**config.mk**
```make
export PLATFORM = sky130hd
export DESIGN_NAME = uart_tx_fifo_flat
export DESIGN_NICKNAME = d
export VERILOG_FILES = /design/src/rtl/uart_tx_fifo_if.sv /design/src/rtl/uart_tx_fifo.sv /design/src/flat_wrapper.sv
export SDC_FILE = /design/constraint.sdc
export NUM_CORES = 1
export LEC_CHECK = 0
export CORE_MARGIN = 5
export CORE_UTILIZATION = 45
export CTS_BUF_LIST = sky130_fd_sc_hd__clkbuf_4
export DETAILED_ROUTE_END_ITERATION = 16
export HOLD_SLACK_MARGIN = 0.05
export SYNTH_ARGS = -nofsm -noshare
export SYNTH_HDL_FRONTEND = slang
export SYNTH_SLANG_ARGS = --single-unit
```
**constraint.sdc**
```tcl
create_clock -name clk_50m -period 3.2 [get_ports clk_50m]
set_input_delay 0.32 -clock clk_50m [delete_from_list [all_inputs] [get_ports clk_50m]]
set_output_delay 0.32 -clock clk_50m [all_outputs]
set_load 0.1 [all_outputs]
```
**src/rtl/uart_tx_fifo_if.sv**
```systemverilog
//============================================================================
// Module      : uart_tx_fifo_if
// Description : Byte-write / status bundle for the UART transmitter with FIFO.
//               master : producer side (drives din/wr_en/ovf_clr, sees status)
//               slave  : the transmitter itself
//   din      [7:0] byte to transmit
//   wr_en          single-cycle write strobe for din
//   ovf_clr        clears the sticky overflow flag
//   tx             serial line, idle high
//   tx_busy        FIFO non-empty or frame in progress
//   full           FIFO holds FIFO_DEPTH bytes
//   overflow       sticky: a write was dropped
// Revision    : 1.0 - initial release
//============================================================================
`timescale 1ns/1ps
`default_nettype none

interface uart_tx_fifo_if;
    logic [7:0] din;
    logic       wr_en;
    logic       ovf_clr;
    logic       tx;
    logic       tx_busy;
    logic       full;
    logic       overflow;

    modport master (
        output din, wr_en, ovf_clr,
        input  tx, tx_busy, full, overflow
    );

    modport slave (
        input  din, wr_en, ovf_clr,
        output tx, tx_busy, full, overflow
    );
endinterface

`default_nettype wire

```
**src/rtl/uart_tx_fifo.sv**
```systemverilog
//============================================================================
// Module      : uart_tx_fifo
// Description : 8-bit UART transmitter fed by a power-of-two byte FIFO.
//               Frame is 8N1 by default; defining UART_TX_PARITY_EN inserts
//               an even-parity bit between the data bits and the stop bit.
//   clk_50m  in   system clock, rising edge
//   rst_n    in   synchronous active-low reset
//   bus      slave modport of uart_tx_fifo_if (din, wr_en, ovf_clr in;
//                 tx, tx_busy, full, overflow out)
// Parameters  : CLKS_PER_BIT (2..65535), FIFO_DEPTH (power of two, 2..256)
// Revision    : 1.0 - initial release
//============================================================================
`timescale 1ns/1ps
`default_nettype none

module uart_tx_fifo #(
    parameter int CLKS_PER_BIT = 434,
    parameter int FIFO_DEPTH   = 16
) (
    input  wire logic      clk_50m,
    input  wire logic      rst_n,
    uart_tx_fifo_if.slave  bus
);

    localparam int                  c_ADDR_W   = $clog2(FIFO_DEPTH);
    localparam logic [c_ADDR_W:0]   c_DEPTH    = (c_ADDR_W + 1)'(FIFO_DEPTH);
    localparam logic [c_ADDR_W:0]   c_CNT_ONE  = 1;
    localparam logic [c_ADDR_W-1:0] c_PTR_ONE  = 1;
    localparam logic [15:0]         c_BIT_MAX  = 16'(CLKS_PER_BIT - 1);

    localparam logic [2:0] c_ST_IDLE   = 3'd0;
    localparam logic [2:0] c_ST_START  = 3'd1;
    localparam logic [2:0] c_ST_DATA   = 3'd2;
`ifdef UART_TX_PARITY_EN
    localparam logic [2:0] c_ST_PARITY = 3'd3;
`endif
    localparam logic [2:0] c_ST_STOP   = 3'd4;

    // FIFO storage and bookkeeping
    logic [7:0]          r_mem [FIFO_DEPTH];
    logic [c_ADDR_W-1:0] r_wr_ptr;
    logic [c_ADDR_W-1:0] r_rd_ptr;
    logic [c_ADDR_W:0]   r_count;
    logic [c_ADDR_W:0]   w_count_next;
    logic                r_full;
    logic                r_overflow;
    logic                w_push;
    logic                w_pop;
    logic                w_empty;

    // Transmitter
    logic [2:0]  r_state;
    logic [2:0]  w_state_next;
    logic [15:0] r_bit_cnt;
    logic [15:0] w_bit_cnt_next;
    logic [2:0]  r_bit_idx;
    logic [2:0]  w_bit_idx_next;
    logic [7:0]  r_data;
    logic        r_tx;
    logic        w_tx_next;
    logic        w_bit_end;

    assign w_empty   = (r_count == '0);
    // A write while full is dropped even if a pop frees a slot on the same edge.
    assign w_push    = bus.wr_en & ~r_full;
    assign w_bit_end = (r_bit_cnt == c_BIT_MAX);

    always_comb begin
        w_count_next = r_count;
        case ({w_push, w_pop})
            2'b10:   w_count_next = r_count + c_CNT_ONE;
            2'b01:   w_count_next = r_count - c_CNT_ONE;
            default: w_count_next = r_count;
        endcase
    end

    always_ff @(posedge clk_50m) begin
        if (!rst_n) begin
            r_wr_ptr   <= '0;
            r_rd_ptr   <= '0;
            r_count    <= '0;
            r_full     <= 1'b0;
            r_overflow <= 1'b0;
        end else begin
            if (w_push) r_wr_ptr <= r_wr_ptr + c_PTR_ONE;
            if (w_pop)  r_rd_ptr <= r_rd_ptr + c_PTR_ONE;
            r_count <= w_count_next;
            r_full  <= (w_count_next == c_DEPTH);
            // A drop wins over a simultaneous clear so no drop goes unreported.
            if (bus.wr_en && r_full)
                r_overflow <= 1'b1;
            else if (bus.ovf_clr)
                r_overflow <= 1'b0;
        end
    end

    // Storage is not reset; occupancy alone defines which entries are valid.
    always_ff @(posedge clk_50m) begin
        if (rst_n && w_push)
            r_mem[r_wr_ptr] <= bus.din;
    end

    always_comb begin
        w_state_next   = r_state;
        w_bit_cnt_next = '0;
        w_bit_idx_next = r_bit_idx;
        w_pop          = 1'b0;

        if (r_state != c_ST_IDLE)
            w_bit_cnt_next = w_bit_end ? 16'd0 : r_bit_cnt + 16'd1;

        case (r_state)
            c_ST_IDLE: begin
                if (!w_empty) begin
                    w_pop        = 1'b1;
                    w_state_next = c_ST_START;
                end
            end
            c_ST_START: begin
                if (w_bit_end) begin
                    w_state_next   = c_ST_DATA;
                    w_bit_idx_next = 3'd0;
                end
            end
            c_ST_DATA: begin
                if (w_bit_end) begin
                    w_bit_idx_next = r_bit_idx + 3'd1;
                    if (r_bit_idx == 3'd7) begin
`ifdef UART_TX_PARITY_EN
                        w_state_next = c_ST_PARITY;
`else
                        w_state_next = c_ST_STOP;
`endif
                    end
                end
            end
`ifdef UART_TX_PARITY_EN
            c_ST_PARITY: begin
                if (w_bit_end)
                    w_state_next = c_ST_STOP;
            end
`endif
            c_ST_STOP: begin
                if (w_bit_end) begin
                    // Back-to-back frames: go straight to START with no idle bit.
                    if (!w_empty) begin
                        w_pop        = 1'b1;
                        w_state_next = c_ST_START;
                    end else begin
                        w_state_next = c_ST_IDLE;
                    end
                end
            end
            default: w_state_next = c_ST_IDLE;
        endcase
    end

    // The line level is registered from the current state, so tx trails the
    // state register by one clock; every bit still lasts CLKS_PER_BIT clocks.
    always_comb begin
        w_tx_next = 1'b1;
        case (r_state)
            c_ST_START:  w_tx_next = 1'b0;
            c_ST_DATA:   w_tx_next = r_data[r_bit_idx];
`ifdef UART_TX_PARITY_EN
            c_ST_PARITY: w_tx_next = ^r_data;
`endif
            default:     w_tx_next = 1'b1;
        endcase
    end

    always_ff @(posedge clk_50m) begin
        if (!rst_n) begin
            r_state   <= c_ST_IDLE;
            r_bit_cnt <= '0;
            r_bit_idx <= '0;
            r_data    <= '0;
            r_tx      <= 1'b1;
        end else begin
            r_state   <= w_state_next;
            r_bit_cnt <= w_bit_cnt_next;
            r_bit_idx <= w_bit_idx_next;
            r_tx      <= w_tx_next;
            if (w_pop)
                r_data <= r_mem[r_rd_ptr];
        end
    end

    assign bus.tx       = r_tx;
    assign bus.tx_busy  = (r_state != c_ST_IDLE) || !w_empty;
    assign bus.full     = r_full;
    assign bus.overflow = r_overflow;

endmodule

`default_nettype wire

```
**src/flat_wrapper.sv**
```systemverilog
// flat-port wrapper written by rule: the top's interface ports become plain ports
module uart_tx_fifo_flat 
#(
    parameter int CLKS_PER_BIT = 434,
    parameter int FIFO_DEPTH   = 16
)
  (clk_50m, rst_n, bus_din, bus_wr_en, bus_ovf_clr, bus_tx, bus_tx_busy, bus_full, bus_overflow);
  uart_tx_fifo_if bus_i ();
  input  wire logic clk_50m;
  input  wire logic rst_n;
  input wire logic [$bits(bus_i.din)-1:0] bus_din;
  input wire logic [$bits(bus_i.wr_en)-1:0] bus_wr_en;
  input wire logic [$bits(bus_i.ovf_clr)-1:0] bus_ovf_clr;
  output wire logic [$bits(bus_i.tx)-1:0] bus_tx;
  output wire logic [$bits(bus_i.tx_busy)-1:0] bus_tx_busy;
  output wire logic [$bits(bus_i.full)-1:0] bus_full;
  output wire logic [$bits(bus_i.overflow)-1:0] bus_overflow;
  assign bus_i.din = bus_din;
  assign bus_i.wr_en = bus_wr_en;
  assign bus_i.ovf_clr = bus_ovf_clr;
  assign bus_tx = bus_i.tx;
  assign bus_tx_busy = bus_i.tx_busy;
  assign bus_full = bus_i.full;
  assign bus_overflow = bus_i.overflow;
  uart_tx_fifo #(.CLKS_PER_BIT(CLKS_PER_BIT), .FIFO_DEPTH(FIFO_DEPTH)) u_core (.clk_50m(clk_50m), .rst_n(rst_n), .bus(bus_i));
endmodule
```
# Yosys cells after proc, flatten, opt, wreduce, memory -nomap -nowiden
# Memory sizes are Yosys's and may differ from the RTL's. A register that Yosys moved wholly into a read port is not among the register bits.
# Cells that the tools add are included.
classes:
  add_sub_neg: 6
  eq_ne: 13
  bitwise_logic: 4
  n_reduce_logical: 13
  mux: 21
  n_lt_le_gt_ge: 1
op_table:
  columns: ["cell", "n"]
  rows:
  - ["3-bit two-way mux", 7]
  - ["16-bit by 1-bit adder with 16-bit output, second input constant", 1]
  - ["16-bit by 9-bit equality test with 1-bit output, second input constant", 1]
  - ["3-bit case mux with 4 select lines", 1]
  - ["5-bit case mux with 2 select lines", 1]
  - ["4-bit by 1-bit adder with 4-bit output, second input constant", 2]
  - ["1-bit two-way mux", 8]
  - ["2-bit by 1-bit != test with 1-bit output, second input constant", 4]
  - ["3-bit equality test, second input constant", 2]
  - ["3-bit case mux with 2 select lines", 1]
  - ["5-bit by 1-bit adder with 5-bit output, second input constant", 1]
  - ["5-bit equality test, second input constant", 1]
  - ["5-bit logical NOT", 1]
  - ["5-bit AND reduction", 1]
  - ["5-bit by 1-bit subtractor with 5-bit output, second input constant", 1]
  - ["3-bit by 4-bit less-than comparator with 1-bit output, second input constant", 1]
  - ["1-bit case mux with 2 select lines", 2]
  - ["2-bit nonzero test", 2]
  - ["3-bit by 1-bit adder with 3-bit output, second input constant", 1]
  - ["1-bit binary-select mux with 3-bit select", 1]
  - ["3-bit by 1-bit equality test with 1-bit output, second input constant", 1]
  - ["3-bit by 2-bit equality test with 1-bit output, second input constant", 1]
  - ["3-bit logical NOT", 1]
  - ["1-bit inverter", 3]
  - ["other kinds (10)", 12]
word_totals:
  out_inout_bits: 4
  ram_bits: 128
  elab_cells: 68
  in_bits: 12
  register_bits: 38
  n_memories: 1
memory_table:
  columns: ["memory", "words", "word_bits", "read_ports", "rd_ports_with_merged_regs", "write_ports", "line", "text"]
  rows:
  - ["u_core.r_mem", 16, 8, 1, 1, 1, "uart_tx_fifo.sv:40", "logic [7:0] r_mem [FIFO_DEPTH];"]

# Longest topological paths before layout
# Gate-level depths: netlist of the first run.
depth:
  depth_word: 7
  depth_mapped: 15
  ltp_nobuf: 12

# Worst setup path after synthesis of the first run
# No wires, ideal clock.
synth_timing:
  path_type: "flip-flop to flip-flop"
  from: "register u_core.r_full (netlist: u_core.bus.full)"
  to: "register u_core.r_full (netlist: u_core.bus.full)"
  path_slack_ps: 103
  setup_time_ps: 91
  stages_incl_launch_ff: 13
  synth_period_minus_slack_ps: 3097
  t_arrival_ps: 3006
  cell_sequence: "dfxtp_1 > nor2b_1 > clkbuf_1 > inv_1 > o311ai_2 > nor2_1 > xor2_1 > ha_1 > nor2b_1 > a31oi_1 > o32a_1 > mux2i_1 > nor4bb_1"
synth_via:
  elab_chain_len: 5
synth_rtl:
  columns: ["element", "line", "text"]
  rows:
  - ["start, declared", "uart_tx_fifo.sv:45", "logic r_full;"]
  - ["start signal, assigned", "uart_tx_fifo.sv:88", "r_full <= (w_count_next == c_DEPTH);"]
  - ["1-bit inverter (*)", "uart_tx_fifo.sv:65", "assign w_push = bus.wr_en & ~r_full;"]
  - ["1-bit AND (*)", "uart_tx_fifo.sv:65", null]
  - ["2-bit by 1-bit equality test with 1-bit output or 2-bit equality test (tied branches)", "uart_tx_fifo.sv:70", "case ({w_push, w_pop})"]
  - ["5-bit case mux with 2 select lines (*)", "uart_tx_fifo.sv:70", null]
  - ["5-bit equality test (*)", "uart_tx_fifo.sv:88", null]
# Every way passes the cells marked *; elsewhere a longest branch is shown, timed or not.
# A chain may end at the register's enable or synchronous reset.

# Final worst setup path of the first run
layout_timing:
  from: "register u_core.r_bit_cnt[0]"
  to: "register u_core.r_full (netlist: u_core.bus.full)"
layout_via:
  elab_chain_len: 6
layout_rtl:
  columns: ["element", "line", "text"]
  rows:
  - ["start, declared", "uart_tx_fifo.sv:54", "logic [15:0] r_bit_cnt;"]
  - ["start signal, assigned", "uart_tx_fifo.sv:181", "r_bit_cnt <= w_bit_cnt_next;"]
  - ["16-bit by 9-bit equality test with 1-bit output (*)", "uart_tx_fifo.sv:66", "assign w_bit_end = (r_bit_cnt == c_BIT_MAX);"]
  - ["1-bit two-way mux (*)", "uart_tx_fifo.sv:144", "if (w_bit_end) begin"]
  - ["1-bit case mux with 2 select lines (*)", "uart_tx_fifo.sv:112", "case (r_state)"]
  - ["2-bit by 1-bit equality test with 1-bit output or 2-bit equality test (tied branches)", "uart_tx_fifo.sv:70", null]
  - ["5-bit case mux with 2 select lines (*)", "uart_tx_fifo.sv:70", null]
  - ["5-bit equality test (*)", "uart_tx_fifo.sv:88", null]
# Marked as above.

==> flow_summary.json, run 1 <==
{
  "outcome": "complete, no violations",
  "synthArstFlopShare": 0,
  "synth_top_area_frac": 0.530,
  "layout_setup_ws_ps": 216,
  "worst_hold_slack_ps": 363,
  "synth_to_final_area_change_pct": 10.5,
  "gp_routability_congestion": 0.891,
  "ant_nets": 0,
  "hold_viol": 0,
  "switching_share": 0.337,
  "port_buffers": 15,
  "netlist.top_cell.by_area": "sky130_fd_sc_hd__edfxtp_1",
  "grt_start_max_net_pins": 36,
  "min_period_over_period": 0.932,
  "finalWirelength_um": 13600,
  "critical-path-max-stage-delay_ps": 560,
  "grt_pass1_wl_um": 21800,
  "cts.hold.buffers_added": 0,
  "max_cap_viol_count": 0,
  "worstReg2RegStart": "u_core.r_bit_cnt[0]$_SDFF_PP0_",
  "pre_cts_ws_ps": 112,
  "antenna_found_initial": 1,
  "tritoncts_num_sinks": 174,
  "synth_area_um2": 7250,
  "number_of_global_route_vias_before_repair": 4031,
  "rr_worst_depth": 10,
  "route.detailed.drc": 0,
  "aggregate_negative_setup_slack_ps": 0,
  "p_int_mw": 3.64,
  "die_h_um": 137,
  "clock-root-buffer": "sky130_fd_sc_hd__clkbuf_4",
  "whs_path_depth": 3,
  "syn_avg_cell_area_um2": 15.4,
  "critical_path_cell_count": 10,
  "io_pins": 16,
  "power_density_nw_per_um2": 686,
  "hpwlAfterDp_um": 9160,
  "cts_tree": "done",
  "start_kind": "register",
  "cts-buffers-inserted": 17,
  "flip_flop_and_latch_count_after_synthesis": 174,
  "firstDrtPassIters": 5,
  "p_sw_mw": 1.85,
  "core_area_um2": 15800,
  "cts_buffer_depth": 2,
  "post_synth_num_cell_types": 50,
  "cp_top_family": "simple AND/OR/NAND/NOR gates",
  "worstPathMaxFanout": 13,
  "crit_buf_inv": 1,
  "count_of_h_tree_levels_built_during_cts": 4,
  "total_number_of_yosys_warnings": 0,
  "start_util": 0.458,
  "hold_path_end": "u_core.bus.overflow$_SDFFE_PN0P_",
  "irDropWorstVdd_uv": 469,
  "worst_slew_pin_slew_ps": 970,
  "synth.net_count": 493,
  "finalClockSkew_ps": 21.3,
  "core.rowCount": 46,
  "routed_wire_length_per_instance_um": 18.5,
  "detailedRoute.firstIterationViolations": 240,
  "power.static_leakage_nw": 2.58,
  "maxSlewHeadroom": 0.351,
  "synth.top_cells.by_area": "sky130_fd_sc_hd__edfxtp_1 (53%), sky130_fd_sc_hd__mux4_2 (13%), sky130_fd_sc_hd__dfxtp_1 (13%)",
  "grt.overflow.total": 0,
  "hold_path.startpoint": "bus_wr_en",
  "slowest_stage": "sky130_fd_sc_hd__or4_4",
  "final_nets": 528,
  "clk_latency_ps": 550,
  "setup_viol_count_final": 0,
  "ys_seq_area_frac": 0.657,
  "seqPwrFrac": 0.492,
  "crit_type": "register to register",
  "placement.cell_area_um2": 7760,
  "synth_ff_type": "sky130_fd_sc_hd__edfxtp_1",
  "via_count": 3923,
  "synth.top_cells.by_count": "sky130_fd_sc_hd__edfxtp_1 (128), sky130_fd_sc_hd__nor2_1 (49), sky130_fd_sc_hd__dfxtp_1 (46)",
  "worstHoldPathType": "primary input to register",
  "clk_pin_slew_worst_paths_ps": 140,
  "worst-endpoint-required_ps": 3650,
  "post-route-cell-area_um2": 8010,
  "die_area_um2": 18800,
  "crit_chain": "ha_1 > nor3b_4 > a41oi_4 > or4_4 > clkinv_8 > ha_1 > or3_1 > o32a_1 > mux2i_1 > nor4bb_1",
  "yosysMostFrequentCell": "sky130_fd_sc_hd__edfxtp_1",
  "power.share.combinational": 0.307,
  "drive_above_1_share": 0.208,
  "maxClockFrequency_ghz": 0.335,
  "fin_total_pwr_mw": 5.50,
  "path_common_cell": "sky130_fd_sc_hd__ha_1",
  "dpl.cell_count": 702,
  "globalRouteTotalUtil": 0.158,
  "finalCriticalPeriod_ps": 2980,
  "final_core_utilization": 0.506,
  "critPathArrivalTime_ps": 3440,
  "critical_path_sink_type": "register",
  "mapped_cells": 470,
  "grt_setup_unrepaired": "false",
  "setup.reg_to_reg.worst_slack_ps": 220,
  "clockPowerShare": 0.201,
  "timing_max_transition_violations_final": 0,
  "post_drt_via_cell_ratio": 5.34,
  "die_x_um": 137,
  "timing.rr.end": "u_core.bus.full$_SDFF_PN0_",
  "synth-edff-count": 128,
  "post_layout_nonfiller_instances": 735
}
## cell type report
type	instances	area (um^2)
Multi-Input combinational cell	263	2330
Clock buffer	18	135
Tap cell	216	270
Antenna cell	1	2.50
Timing Repair Buffer	38	345
Sequential cell	174	4770
Clock inverter	14	108
Fill cell	1340	7810
Inverter	11	53.8
## power by group through the flow
| stage | clock network, mW | logic, mW | registers [mW] |
|---|---|---|---|
| after global placement | 0 | 1.66 | 2.76 |
| after detailed placement | 0 | 1.68 | 2.76 |
| final | 1.10 | 1.69 | 2.71 |
| after global routing | 1.25 | 1.86 | 2.73 |
| after floorplan | 0 | 1.35 | 2.73 |
| after CTS | 1.15 | 1.68 | 2.71 |
## registers in the layout, indices dropped and copies added (netlist names)
signal	cells
u_core.bus.full	1
u_core.r_data	8
u_core.r_wr_ptr	4
u_core.r_state	3
u_core.r_mem	128
u_core.bus.overflow	1
u_core.bus.tx	1
u_core.r_bit_cnt	16
u_core.r_rd_ptr	4
u_core.r_bit_idx	3
u_core.r_count	5
## worst reg2reg max path, stage by stage, from the launching register on
cell	delay, ps
sky130_fd_sc_hd__dfxtp_1	400
sky130_fd_sc_hd__ha_1	170
sky130_fd_sc_hd__nor3b_4	270
sky130_fd_sc_hd__a41oi_4	150
sky130_fd_sc_hd__or4_4	560
sky130_fd_sc_hd__clkinv_8	110
sky130_fd_sc_hd__ha_1	330
sky130_fd_sc_hd__or3_1	350
sky130_fd_sc_hd__o32a_1	170
sky130_fd_sc_hd__mux2i_1	130
sky130_fd_sc_hd__nor4bb_1	260
## how the worst max path moves through the flow
stage / from / endpoint / slack [ps]
final: u_core.r_bit_cnt[0]$_SDFF_PP0_ / u_core.bus.full$_SDFF_PN0_ / 220
after global routing: u_core.r_count[2]$_SDFF_PN0_ / u_core.bus.full$_SDFF_PN0_ / 3
after CTS: u_core.r_bit_cnt[0]$_SDFF_PP0_ / u_core.bus.full$_SDFF_PN0_ / 70
after detailed placement: u_core.r_bit_cnt[0]$_SDFF_PP0_ / u_core.bus.full$_SDFF_PN0_ / 110
after global placement: u_core.r_bit_cnt[0]$_SDFF_PP0_ / u_core.bus.full$_SDFF_PN0_ / 210
after floorplan: u_core.bus.full$_SDFF_PN0_ / u_core.bus.full$_SDFF_PN0_ / 100
## cell usage in the layout, fill, tap and decap left out, types with 10 or more instances in the layout
master / Yosys / routed
sky130_fd_sc_hd__buf_4: 0 / 22
sky130_fd_sc_hd__inv_1: 10 / 10
sky130_fd_sc_hd__dfxtp_1: 46 / 45
sky130_fd_sc_hd__mux4_2: 42 / 42
sky130_fd_sc_hd__xor2_1: 16 / 16
sky130_fd_sc_hd__nand2_1: 41 / 41
sky130_fd_sc_hd__a21oi_1: 20 / 20
sky130_fd_sc_hd__nor2_1: 49 / 48
sky130_fd_sc_hd__clkbuf_4: 1 / 18
sky130_fd_sc_hd__clkdlybuf4s50_1: 0 / 14
sky130_fd_sc_hd__edfxtp_1: 128 / 128
sky130_fd_sc_hd__ha_1: 11 / 11
## what timing repair did
item,4_1_cts,5_1_grt
buffers inserted,0,0
hold endpoints to repair,0,0
resized for setup,0,3
endpoints found under the setup margin,0,1
## metal layers
| metal | part of all wire | GRT usage |
|---|---|---|
| met1 | 0.45 | 0.218 |
| met4 | 0.0072 | 0.0377 |
| met3 | 0.037 | 0.0419 |
| met5 | 0 | 0 |
| met2 | 0.50 | 0.252 |
## cells by family (layout without fill, tap and decap cells)
group | after synthesis | after routing | synth area share
other cells | 0 | 1 | 0
flops | 174 | 174 | 0.657
compound gates | 40 | 40 | 0.0381
fa+ha+maj | 11 | 11 | 0.0190
xor+xnor | 24 | 24 | 0.0290
mux | 45 | 45 | 0.135
simple gates | 143 | 143 | 0.0992
buf+inv | 33 | 81 | 0.0231
No activity file was read; power rests on OpenSTA's default activity.
==> run 2, diff against run 1 <==
CORE_UTILIZATION = 50   (was 45)
PLACE_DENSITY = 0.69   (was not set)
==> flow_summary.json, run 2 (same netlist as run 1, synthesis figures left out) <==
{
  "ant_nets": 0,
  "die_x_um": 130,
  "routed_wire_length_per_instance_um": 18.6,
  "max_cap_viol_count": 0,
  "core_area_um2": 14400,
  "finalWirelength_um": 13100,
  "grt_pass1_wl_um": 21500,
  "gp_routability_congestion": 0.807,
  "insertedDiodeCount": 0,
  "power_density_nw_per_um2": 712,
  "cts_setup_buffers": 0,
  "drive_above_1_share": 0.212,
  "maxSlewHeadroom": 0.356,
  "route.detailed.drc": 0,
  "cts-buffers-inserted": 17,
  "critPathArrivalTime_ps": 3470,
  "cts_resized": 0,
  "count_of_h_tree_levels_built_during_cts": 4,
  "firstDrtPassIters": 4,
  "globalRouteTotalUtil": 0.170,
  "largest_register_ff_count": 128,
  "worst-endpoint-required_ps": 3670,
  "critical_path_sink_type": "register",
  "largestRegisters": "u_core.r_mem (128), u_core.r_bit_cnt (16), u_core.r_data (8)",
  "antenna_found_initial": 0,
  "start_util": 0.505,
  "seqPwrFrac": 0.469,
  "maxClockFrequency_ghz": 0.334,
  "min_period_over_period": 0.936,
  "switching_share": 0.322,
  "hpwlAfterDp_um": 8930,
  "outcome": "complete, no violations",
  "power.share.combinational": 0.298,
  "hold_viol": 0,
  "cts_tree": "done",
  "clockPowerShare": 0.233,
  "largest_register": "u_core.r_mem",
  "post-route-cell-area_um2": 8040,
  "clk_pin_slew_worst_paths_ps": 140,
  "die_h_um": 130,
  "p_int_mw": 3.88,
  "io_pins": 16,
  "finalCriticalPeriod_ps": 3000,
  "synth_to_final_area_change_pct": 10.8,
  "tritoncts_num_sinks": 174,
  "irDropWorstVdd_uv": 625,
  "setup_viol_count_final": 0,
  "final_nets": 529,
  "clk_latency_ps": 550,
  "worstPathMaxFanout": 13,
  "port_buffers": 15,
  "crit_type": "register to register",
  "core.rowCount": 44,
  "area_of_combinational_cells_with_multiple_inputs_um2": 2330,
  "number_of_global_route_vias_before_repair": 4127,
  "layout_common_cells": "sky130_fd_sc_hd__edfxtp_1 (128), sky130_fd_sc_hd__nor2_1 (49), sky130_fd_sc_hd__dfxtp_1 (45)",
  "clock-root-buffer": "sky130_fd_sc_hd__clkbuf_4",
  "worstHoldPathType": "primary input to register",
  "layout.filler_cells": 1121,
  "worst_hold_slack_ps": 340,
  "finalClockSkew_ps": 12.2,
  "start_kind": "register",
  "p_sw_mw": 1.84,
  "cts.hold.buffers_added": 0,
  "power.static_leakage_nw": 2.62,
  "sequential_cell_area_um2": 4770,
  "post_drt_via_cell_ratio": 5.54,
  "placement.cell_area_um2": 7710,
  "die_area_um2": 17000,
  "grt_setup_unrepaired": "false",
  "grt_start_max_net_pins": 36,
  "most_common_cell_after_layout_fill_and_taps_aside": "sky130_fd_sc_hd__edfxtp_1",
  "cts_buffer_depth": 2,
  "timing_max_transition_violations_final": 0,
  "worst_slew_pin_slew_ps": 963,
  "via_count": 3896,
  "grt.overflow.total": 0,
  "aggregate_negative_setup_slack_ps": 0,
  "detailedRoute.firstIterationViolations": 246
}
run 2: changes by cell type in the layout (fill, tap and decap cells not counted), moves of 2 or more:
| cell | delta |
|---|---|
| sky130_fd_sc_hd__clkinvlp_4 | -2 |
| sky130_fd_sc_hd__buf_4 | +2 |
| sky130_fd_sc_hd__bufinv_16 | +3 |
| sky130_fd_sc_hd__clkinv_2 | +2 |
| sky130_fd_sc_hd__clkinv_1 | -2 |
run 2: area by class of cell:
class / count / share of cell area
inverters: 11 / 0.00670
clock buffers: 18 / 0.0168
well taps: 184 / 0.0287
flip-flops and latches: 174 / 0.593
multi-input cells: 263 / 0.290
clock inverters: 14 / 0.0223
repair buffers: 39 / 0.0424
run 2: worst paths after layout:
kind	start	to	slack, ps	cells after the start
hold reg to reg	u_core.r_data[1]$_SDFFE_PN0P_	u_core.r_data[1]$_SDFFE_PN0P_	460	2
hold / removal	bus_wr_en	u_core.bus.overflow$_SDFFE_PN0P_	340	3
setup reg to reg	u_core.r_bit_cnt[6]$_SDFF_PP0_	u_core.bus.full$_SDFF_PN0_	200	9
setup / recovery	u_core.r_bit_cnt[6]$_SDFF_PP0_	u_core.bus.full$_SDFF_PN0_	200	9
run 2: critical path: stages (launching register included):
cell and delay, ps:
sky130_fd_sc_hd__dfxtp_1 410, sky130_fd_sc_hd__nor4_4 420, sky130_fd_sc_hd__a41oi_4 150, sky130_fd_sc_hd__or4_4 560, sky130_fd_sc_hd__clkinv_8 110, sky130_fd_sc_hd__ha_1 330
sky130_fd_sc_hd__or3_1 350, sky130_fd_sc_hd__o32a_1 170, sky130_fd_sc_hd__mux2i_1 140, sky130_fd_sc_hd__nor4bb_1 270
run 2: stage by stage:
step / total power, mW / util / setup slack [ps] / std cells
2_1_floorplan: 4.07 / - / 103 / 470
3_3_place_gp: 4.39 / 0.537 / 217 / 671
3_5_place_dp: 4.43 / 0.537 / 68.3 / 671
6_report: 5.72 / 0.559 / 204 / 703
5_1_grt: 6.06 / 0.559 / 25.7 / 703
4_1_cts: 5.77 / 0.559 / 40.4 / 703
run 2: power by group through the flow:
stage               combinational, mW  clock (mW)  sequential (mW)
detailed placement               1.70           0             2.74
global placement                 1.66           0             2.73
CTS                              1.70        1.38             2.68
global route                     1.88        1.48             2.70
floorplan                        1.35           0             2.73
finish                           1.71        1.33             2.69
run 2: routing by layer:
layer,up-vias,wire [um],track usage
met2,77,6760,0.282
met3,12,635,0.0419
met4,0,168,0.0678
met5,-,0,0
li1,1857,-,-
met1,1950,5540,0.217
==> run 3, diff against run 2 <==
SKIP_LAST_GASP = 1   (was not set)
==> results of run 3 <==
Final layout, timing and power as in run 2 (identical DEF).
